[config.mk]
export PLATFORM = sky130hd
export DESIGN_NAME = ipm_distributed_fifo_ctrl_v1_2_ip_fifo
export DESIGN_NICKNAME = d
export VERILOG_FILES = /design/src/rtl/ipm_fifo_pkg.sv /design/src/rtl/ipm_distributed_fifo_ctrl_v1_2_ip_fifo.sv
export SDC_FILE = /design/constraint.sdc
export NUM_CORES = 1
export LEC_CHECK = 0
export ABC_AREA = 1
export BUFFER_PORTS_ARGS = -buffer_cell sky130_fd_sc_hd__buf_2
export CAP_MARGIN = 0
export CORE_MARGIN = 1
export CORE_UTILIZATION = 40
export DETAILED_ROUTE_END_ITERATION = 16
export GPL_ROUTABILITY_DRIVEN = 0
export GPL_TIMING_DRIVEN = 1
export PLACE_DENSITY = 0.65
export SLEW_MARGIN = 20
export SYNTH_ARGS = -nofsm -noshare
export SYNTH_HDL_FRONTEND = slang
export SYNTH_SLANG_ARGS = --single-unit
[constraint.sdc]
create_clock -name clk -period 5.7 [get_ports clk]
set_input_delay 1.14 -clock clk [delete_from_list [all_inputs] [get_ports clk]]
set_output_delay 1.14 -clock clk [all_outputs]
set_load 0.03 [all_outputs]
[src/rtl/ipm_fifo_pkg.sv]
// Shared constants and helpers for the distributed-RAM FIFO family.
package ipm_fifo_pkg;

  localparam int MIN_ADDR_WIDTH = 4;
  localparam int MAX_ADDR_WIDTH = 10;

  // Ceiling log2, usable in constant expressions.
  function automatic int clog2(input int value);
    int v;
    int r;
    v = value - 1;
    r = 0;
    while (v > 0) begin
      v = v >> 1;
      r = r + 1;
    end
    return r;
  endfunction

  // Number of RAM words addressed by an ADDR_WIDTH-bit address.
  function automatic int fifo_depth(input int addr_width);
    return 1 << addr_width;
  endfunction

  // Pointers and the occupancy count carry one extra bit so that
  // "completely full" (count == DEPTH) is representable.
  function automatic int ptr_width(input int addr_width);
    return addr_width + 1;
  endfunction

endpackage

[src/rtl/ipm_distributed_fifo_ctrl_v1_2_ip_fifo.sv]
// Single-clock FIFO controller in front of a distributed SDPRAM.
// Owns pointers, occupancy, registered flags and the read-data register,
// turning the RAM's combinational read into a 1-cycle-latency FIFO read.
//
// Handshake: a write is accepted when wr_en=1 and the registered full=0;
// a read is accepted when rd_en=1 and the registered empty=0. There is no
// back-pressure beyond the flags: rejected requests raise wr_err/rd_err for
// one cycle and are otherwise dropped. rd_valid marks the cycle in which
// rd_data holds the word of the read accepted on the previous edge.
module ipm_distributed_fifo_ctrl_v1_2_ip_fifo
  import ipm_fifo_pkg::*;
#(
  parameter int ADDR_WIDTH = 4,
  parameter int DATA_WIDTH = 4,
  parameter int AF_LEVEL   = fifo_depth(ADDR_WIDTH) - 2,
  parameter int AE_LEVEL   = 2
) (
  input  logic                  clk,
  input  logic                  rst,
  input  logic                  clr,
  input  logic                  wr_en,
  input  logic [DATA_WIDTH-1:0] wr_data,
  input  logic                  rd_en,
  output logic [DATA_WIDTH-1:0] rd_data,
  output logic                  rd_valid,
  output logic                  full,
  output logic                  empty,
  output logic                  almost_full,
  output logic                  almost_empty,
  output logic [ADDR_WIDTH:0]   count,
  output logic                  wr_err,
  output logic                  rd_err,
  output logic                  ram_wr_en,
  output logic [ADDR_WIDTH-1:0] ram_wr_addr,
  output logic [DATA_WIDTH-1:0] ram_wr_data,
  output logic [ADDR_WIDTH-1:0] ram_rd_addr,
  input  logic [DATA_WIDTH-1:0] ram_rd_data
);

  localparam int PW = ptr_width(ADDR_WIDTH);
  localparam int DEPTH = fifo_depth(ADDR_WIDTH);
  localparam logic [PW-1:0] DEPTH_CNT = PW'(DEPTH);
  localparam logic [PW-1:0] AF_CNT    = PW'(AF_LEVEL);
  localparam logic [PW-1:0] AE_CNT    = PW'(AE_LEVEL);
  localparam logic [PW-1:0] ONE_CNT   = PW'(1);

  logic [PW-1:0]         wr_ptr;
  logic [PW-1:0]         rd_ptr;
  logic [PW-1:0]         count_q;
  logic [PW-1:0]         count_nxt;
  logic                  full_q;
  logic                  empty_q;
  logic                  af_q;
  logic                  ae_q;
  logic                  wr_err_q;
  logic                  rd_err_q;
  logic                  rd_valid_q;
  logic [DATA_WIDTH-1:0] rd_data_q;
  logic                  wr_acc;
  logic                  rd_acc;

  // Acceptance uses only the registered flags, so a simultaneous read never
  // frees room for a write at full, nor a write feeds a read at empty.
  // A synchronous flush drops both requests.
  assign wr_acc = wr_en & ~full_q  & ~clr;
  assign rd_acc = rd_en & ~empty_q & ~clr;

  // Single-step occupancy update.
  always_comb begin
    count_nxt = count_q;
    unique case ({wr_acc, rd_acc})
      2'b10:   count_nxt = count_q + ONE_CNT;
      2'b01:   count_nxt = count_q - ONE_CNT;
      default: count_nxt = count_q;
    endcase
  end

  // Write and read pointers; the MSB toggles on each wrap.
  always_ff @(posedge clk or posedge rst) begin
    if (rst) begin
      wr_ptr <= '0;
      rd_ptr <= '0;
    end else if (clr) begin
      wr_ptr <= '0;
      rd_ptr <= '0;
    end else begin
      if (wr_acc) wr_ptr <= wr_ptr + ONE_CNT;
      if (rd_acc) rd_ptr <= rd_ptr + ONE_CNT;
    end
  end

  // Occupancy and flags, all registered from the next count.
  always_ff @(posedge clk or posedge rst) begin
    if (rst) begin
      count_q <= '0;
      full_q  <= 1'b0;
      empty_q <= 1'b1;
      af_q    <= 1'b0;
      ae_q    <= 1'b1;
    end else if (clr) begin
      count_q <= '0;
      full_q  <= 1'b0;
      empty_q <= 1'b1;
      af_q    <= 1'b0;
      ae_q    <= 1'b1;
    end else begin
      count_q <= count_nxt;
      full_q  <= (count_nxt == DEPTH_CNT);
      empty_q <= (count_nxt == '0);
      af_q    <= (count_nxt >= AF_CNT);
      ae_q    <= (count_nxt <= AE_CNT);
    end
  end

  // One-cycle error pulses for rejected requests; a flush suppresses them.
  always_ff @(posedge clk or posedge rst) begin
    if (rst) begin
      wr_err_q <= 1'b0;
      rd_err_q <= 1'b0;
    end else if (clr) begin
      wr_err_q <= 1'b0;
      rd_err_q <= 1'b0;
    end else begin
      wr_err_q <= wr_en & full_q;
      rd_err_q <= rd_en & empty_q;
    end
  end

  // Read-data register: captures the RAM word on an accepted read and
  // holds it otherwise (including across a flush).
  always_ff @(posedge clk or posedge rst) begin
    if (rst) begin
      rd_data_q  <= '0;
      rd_valid_q <= 1'b0;
    end else begin
      rd_valid_q <= rd_acc;
      if (rd_acc) rd_data_q <= ram_rd_data;
    end
  end

  assign ram_wr_en    = wr_acc;
  assign ram_wr_addr  = wr_ptr[ADDR_WIDTH-1:0];
  assign ram_wr_data  = wr_data;
  assign ram_rd_addr  = rd_ptr[ADDR_WIDTH-1:0];

  assign rd_data      = rd_data_q;
  assign rd_valid     = rd_valid_q;
  assign full         = full_q;
  assign empty        = empty_q;
  assign almost_full  = af_q;
  assign almost_empty = ae_q;
  assign count        = count_q;
  assign wr_err       = wr_err_q;
  assign rd_err       = rd_err_q;

endmodule

==> results of run 1 <==
==> cells by family (layout without fill, tap and decap cells) <==
group,count (synthesis),after routing,synth area share (%)
buffers and inverters,25,55,9.00
DFF,24,24,46.7
xor gates and xnor gates,2,2,1.36
adders and majority gates,4,4,3.87
AOI/OAI and AO/OA,18,18,7.74
and+or+nand+nor,80,80,31.4
==> power breakdown <==
part	internal [µW]	total, µW	switching [µW]	leakage (µW)
Clock	27.3	74.4	47.1	0.0000150
Combinational	37.6	133	95.5	0.000515
Sequential	193	208	15.7	0.000318
==> cells in the final DEF, fill, tap and decap left out <==
cell / n
nand3_4: 1
buf_2: 33
inv_2: 3
nand3_1: 9
a22o_2: 1
nand2_4: 1
nand4_1: 2
a21oi_1: 6
dfrtp_1: 22
nor2_1: 15
o21bai_1: 2
inv_1: 15
nor2_4: 2
nand2_2: 8
clkbuf_1: 1
nand3_2: 5
dfstp_2: 2
nand2_1: 36
o21ai_0: 7
ha_1: 4
nor3_1: 1
o21ai_1: 2
xor2_1: 2
clkbuf_4: 3
==> metrics by stage <==
step / setup WS [ns] / total power, µW / area, µm² / utilization [%]
after floorplan: 2.56 / 312 / 1290 / -
after global placement: 2.72 / 342 / 1460 / 48.0
after detailed placement: 2.75 / 345 / 1460 / 48.0
after CTS: 2.75 / 420 / 1490 / 48.8
after global routing: 2.70 / 445 / 1490 / 48.8
final: 2.75 / 416 / 1490 / 48.8
==> worst max path at each step <==
stage               start        end  slack, ns
floorplan             clr      empty       2.56
global route        wr_en  ram_wr_en       2.70
detailed placement  wr_en  ram_wr_en       2.75
global placement    wr_en  ram_wr_en       2.72
CTS                 wr_en  ram_wr_en       2.75
finish              wr_en  ram_wr_en       2.75
==> area by class of cell <==
| cell class | count | share of cell area, % |
|---|---|---|
| flip-flops and latches | 24 | 40.5 |
| multi-input cells | 104 | 38.5 |
| repair buffers | 33 | 11.1 |
| inverters | 18 | 4.53 |
| well taps | 44 | 3.69 |
| clock buffers | 4 | 1.76 |
==> flip-flops by register name, summed over array words and instances, names as in the netlist <==
name,flops
almost_full,1
wr_ptr,4
empty,1
rd_ptr,4
rd_valid,1
rd_data,4
full,1
almost_empty,1
wr_err,1
count,5
rd_err,1
==> critical path, stage by stage <==
cell and delay [ns]:
buf_2 0.09, nand2_2 0.15, nor2_1 0.20, buf_2 0.23
==> routing by layer <==
layer,vias to the layer above,GRT usage [%],part of all wire (%)
li1,542,-,-
met1,502,24.3,44
met2,29,29.1,50
met3,4,3.08,4.2
met4,0,6.80,1.1
met5,-,0,0
==> results.md, run 1 <==
- Status: finished, final reports clean
- Net Count, Synth: 170
- R2R Path Start: full
- Asr flop ratio synth: 100%
- Worst Hold Endpoint: wr_ptr[3]
- First-pass GRT wire length: 4650 µm
- Largest area contributor in the netlist: dfrtp_1
- Syn Inst Count: 153
- Post-synthesis register bit count: 24
- Synth Flop Type: dfrtp_1
- WL/cell: 11.9 µm
- Root Buffer: clkbuf_4
- Share of cells above drive strength 1: 32.2%
- Seq/Total Area, Yosys: 46.7%
- Worst Skew: 0.0116 ns
- Final net count: 201
- Seq. cell area: 603 µm²
- RSZ-0062 raised after global routing: false
- Crit path time final: 2.95 ns
- Drt initial violations: 50
- Slew margin rel.: 40.9%
- Final std cells w/o fill: 227
- Final wirelength: 2700 µm
- Hold-fix buffers, CTS: 0
- Initial antenna violation count: 0
- Worst Tran Pin Value: 0.885 ns
- Vias in the first global route: 1028
- CTS Buf Count: 3
- Arr. time, crit path: 1.81 ns
- Die height: 58.8 µm
- Die area: 3460 µm²
- Pleak: 0.000848 µW
- I/O Pins: 42
- Synth Cell Area: 1290 µm²
- Clk sinks: 24
- Via count: 1077
- R2R setup slack: 3.50 ns
- IO Port Bufs: 33
- WS Path Type: in -> out
- Gr ovfl total: 0
- CP max FO: 9
- Worst-skew pair later-pin latency: 0.31 ns
- F_max: 339 MHz
- Most frequent cell after synthesis: nand2_1
- Fin. max-slew vios: 0
- Worst hold path class: reg -> reg
- Netlist cell types: 24
- PostCTS Resize Cnt: 0
- EDFF count, synth: 0
- CP Launch Type: primary input
- Antenna viol nets, final: 0
- Site row count: 20
- VDD IR max: 0.182 mV
- Footprint of the multi-input gates: 573 µm²
- Reg clk slew, reported paths: 0.13 ns
- CTS tree: yes
- Final setup violation count: 0
- H-tree depth: 1
- Synth top area share: 42.6%
- Syn avg cell area: 8.45 µm²
- Worst Hold Path Cells: 1
- Area contributors post-synth: dfrtp_1 (43%), nand2_1 (10%), inv_1 (4.4%)
- Final period util: 51.7%
- Total track usage: 18.0%
- # fillers: 335
- Area grow syn2layout: 15.3%
- Post CTS Setup Buffer Count: 0
- Max-cap violations: 0
- Hold WS: 0.463 ns
- Worst Reg-to-Reg Cells: 10
- Most frequent cells after synthesis: nand2_1 (36), dfrtp_1 (22), inv_1 (15), nor2_1 (15), nand3_1 (9)
- # diodes: 0
- Worst Setup End Kind: primary output
- Crit path required time: 4.56 ns
- Setup TNS: 0 ns
- DRC: 0
- DR vias/cell: 4.74
- Largest net degree at the start of global routing: 25
- Pwr per Cell Area: 279 nW/µm²
- Dpl hpwl: 2110 µm
- Die Span X: 58.8 µm
- Worst R2R End: empty
- Core ar.: 3050 µm²
- Synth Warn #: 0
- HP Start: wr_ptr[3]
- Max Buffers Root-to-Sink: 2
- DRT Pass-1 Iters: 4
- Starting Density: 42.3%
- Hold Violations, Final: 0
- Placed cells: 223
Note: power is estimated with default switching activity, not from simulation.
==> run 2, diff against run 1 <==
- PLACE_DENSITY: 0.65 -> 0.68
- clock period: 5.7 -> 2.67 ns (I/O delays scaled with it)
==> results.md, run 2 (synthesis gave the netlist of run 1 again) <==
- Area grow syn2layout: 15.3% (unchanged)
- Antenna viol nets, final: 0 (unchanged)
- CP Launch Type: flop
- Final std cells w/o fill: 227 (unchanged)
- Cells along the critical path: inv_1 -> nand2_2 -> nor2_1 -> inv_1 -> ha_1 -> o21ai_0 -> nand2_1 -> nor2_1 -> nand3_1 -> o21bai_1
- Die Span X: 58.8 µm (unchanged)
- Largest register FFs: 5 (unchanged)
- DRC: 0 (unchanged)
- Dpl hpwl: 2010 µm (-5.1%)
- Drt initial violations: 56 (+12%)
- First-pass GRT wire length: 4170 µm (-10%)
- Max-cap violations: 0 (unchanged)
- Final net count: 201 (unchanged)
- Final period util: 81.0%
- Commonest non-fill, non-tap cell in the layout: nand2_1
- Clk sinks: 24 (unchanged)
- DR vias/cell: 4.60 (-3.1%)
- Placed cells: 223 (unchanged)
- Pwr per Cell Area: 593 nW/µm² (+110%)
- VDD IR max: 0.328 mV (+81%)
- Share of cells above drive strength 1: 32.2% (unchanged)
- Worst Tran Pin Value: 0.874 ns (-0.0115 ns)
- Die area: 3460 µm² (unchanged)
- Fin. max-slew vios: 0 (unchanged)
- Total track usage: 16.2% (-1.8 points)
- Final setup violation count: 0 (unchanged)
- Reg clk slew, reported paths: 0.13 ns (about the same)
- Worst hold path class: in -> async
- Buffers & Inverters on Critical Path: 2 (unchanged)
- Final wirelength: 2550 µm (-5.3%)
- Die height: 58.8 µm (unchanged)
- WL/cell: 11.2 µm (-5.3%)
- IO Port Bufs: 33 (unchanged)
- Largest net degree at the start of global routing: 25 (unchanged)
- # diodes: 0 (unchanged)
- Initial antenna violation count: 0 (unchanged)
- I/O Pins: 42 (unchanged)
- Max Buffers Root-to-Sink: 2 (unchanged)
- CP max FO: 9 (unchanged)
- Setup TNS: 0 ns (unchanged)
- Max stage delay on crit path: 0.41 ns (+0.18 ns)
- Starting Density: 42.3% (unchanged)
- Top delay family on crit path: simple AND/OR/NAND/NOR gates
- Worst-skew pair later-pin latency: 0.31 ns (about the same)
- F_max: 462 MHz
- Crit path time final: 2.16 ns
- CTS tree: yes
- Hold-fix buffers, CTS: 0 (unchanged)
- CTS Buf Count: 3 (unchanged)
- Hold Violations, Final: 0 (unchanged)
- Crit path required time: 2.91 ns (-1.65 ns)
- DRT Pass-1 Iters: 4 (unchanged)
- Core ar.: 3050 µm² (unchanged)
- WS Path Type: reg -> reg
- Root Buffer: clkbuf_4
- RSZ-0062 raised after global routing: false
- Via count: 1044 (-3.1%)
- Arr. time, crit path: 2.40 ns (+0.59 ns)
- Post CTS Setup Buffer Count: 0 (unchanged)
- Worst Skew: 0.0141 ns (+0.00245 ns)
- H-tree depth: 1 (unchanged)
- Gr ovfl total: 0 (unchanged)
- Slew margin rel.: 41.7% (+0.77 points)
- PostCTS Resize Cnt: 0 (unchanged)
- Pleak: 0.000848 µW (unchanged)
- Worst Setup End Kind: flop
- Vias in the first global route: 933 (-9.2%)
- Site row count: 20 (unchanged)
- CP max stage cell: dfrtp_1
- Most frequent cells in the layout: nand2_1 (36), buf_2 (33), dfrtp_1 (22)
- Status: finished, final reports clean
run 2: cell type report:
class	instances	area, µm²
tap	44	55.1
clock buffer	4	26.3
multi-input combinational	104	573
timing repair buffer	33	165
inverter	18	67.6
sequential	24	603
fill	321	1560
run 2: through the flow:
stage	area, µm²	total power (µW)	worst slack, ns	utilization [%]	hold slack, ns
final	1490	884	0.507	48.8	0.380
after floorplan	1290	667	0.138	-	0.547
after global placement	1460	728	0.338	48.0	0.446
after CTS	1490	898	0.476	48.8	0.398
after global routing	1490	944	0.263	48.8	0.414
after detailed placement	1460	735	0.301	48.0	0.453
run 2: final timing paths:
kind,startpoint,endpoint,slack [ns],depth (start not counted)
setup / recovery,full,empty,0.51,10
max in group asynchronous,rst,count[0],1.74,2
setup reg to reg,full,empty,0.51,10
hold / removal,rst,rd_data[1],0.38,2
min in group clk,ram_rd_data[1],rd_data[1],0.41,3
hold reg to reg,wr_ptr[3],wr_ptr[3],0.46,1
run 2: report_power, final:
| part | switching, µW | internal (µW) | total, µW |
|---|---|---|---|
| logic | 200 | 80.3 | 280 |
| clock network | 100 | 58.3 | 158 |
| registers | 34.1 | 411 | 445 |
| total | 334 | 550 | 884 |
run 2: worst register-to-register path: stages (launching register included):
cell,delay (ns)
dfrtp_1,0.41
inv_1,0.07
nand2_2,0.14
nor2_1,0.19
inv_1,0.08
ha_1,0.39
o21ai_0,0.37
nand2_1,0.09
nor2_1,0.11
nand3_1,0.10
o21bai_1,0.15
run 2: layer usage:
metal	track usage (%)	up-vias	share of wire, %
li1	-	542	-
met1	21.8	473	46
met2	26.3	24	49
met3	1.54	5	2.7
met4	8.16	0	1.8
met5	0	-	0
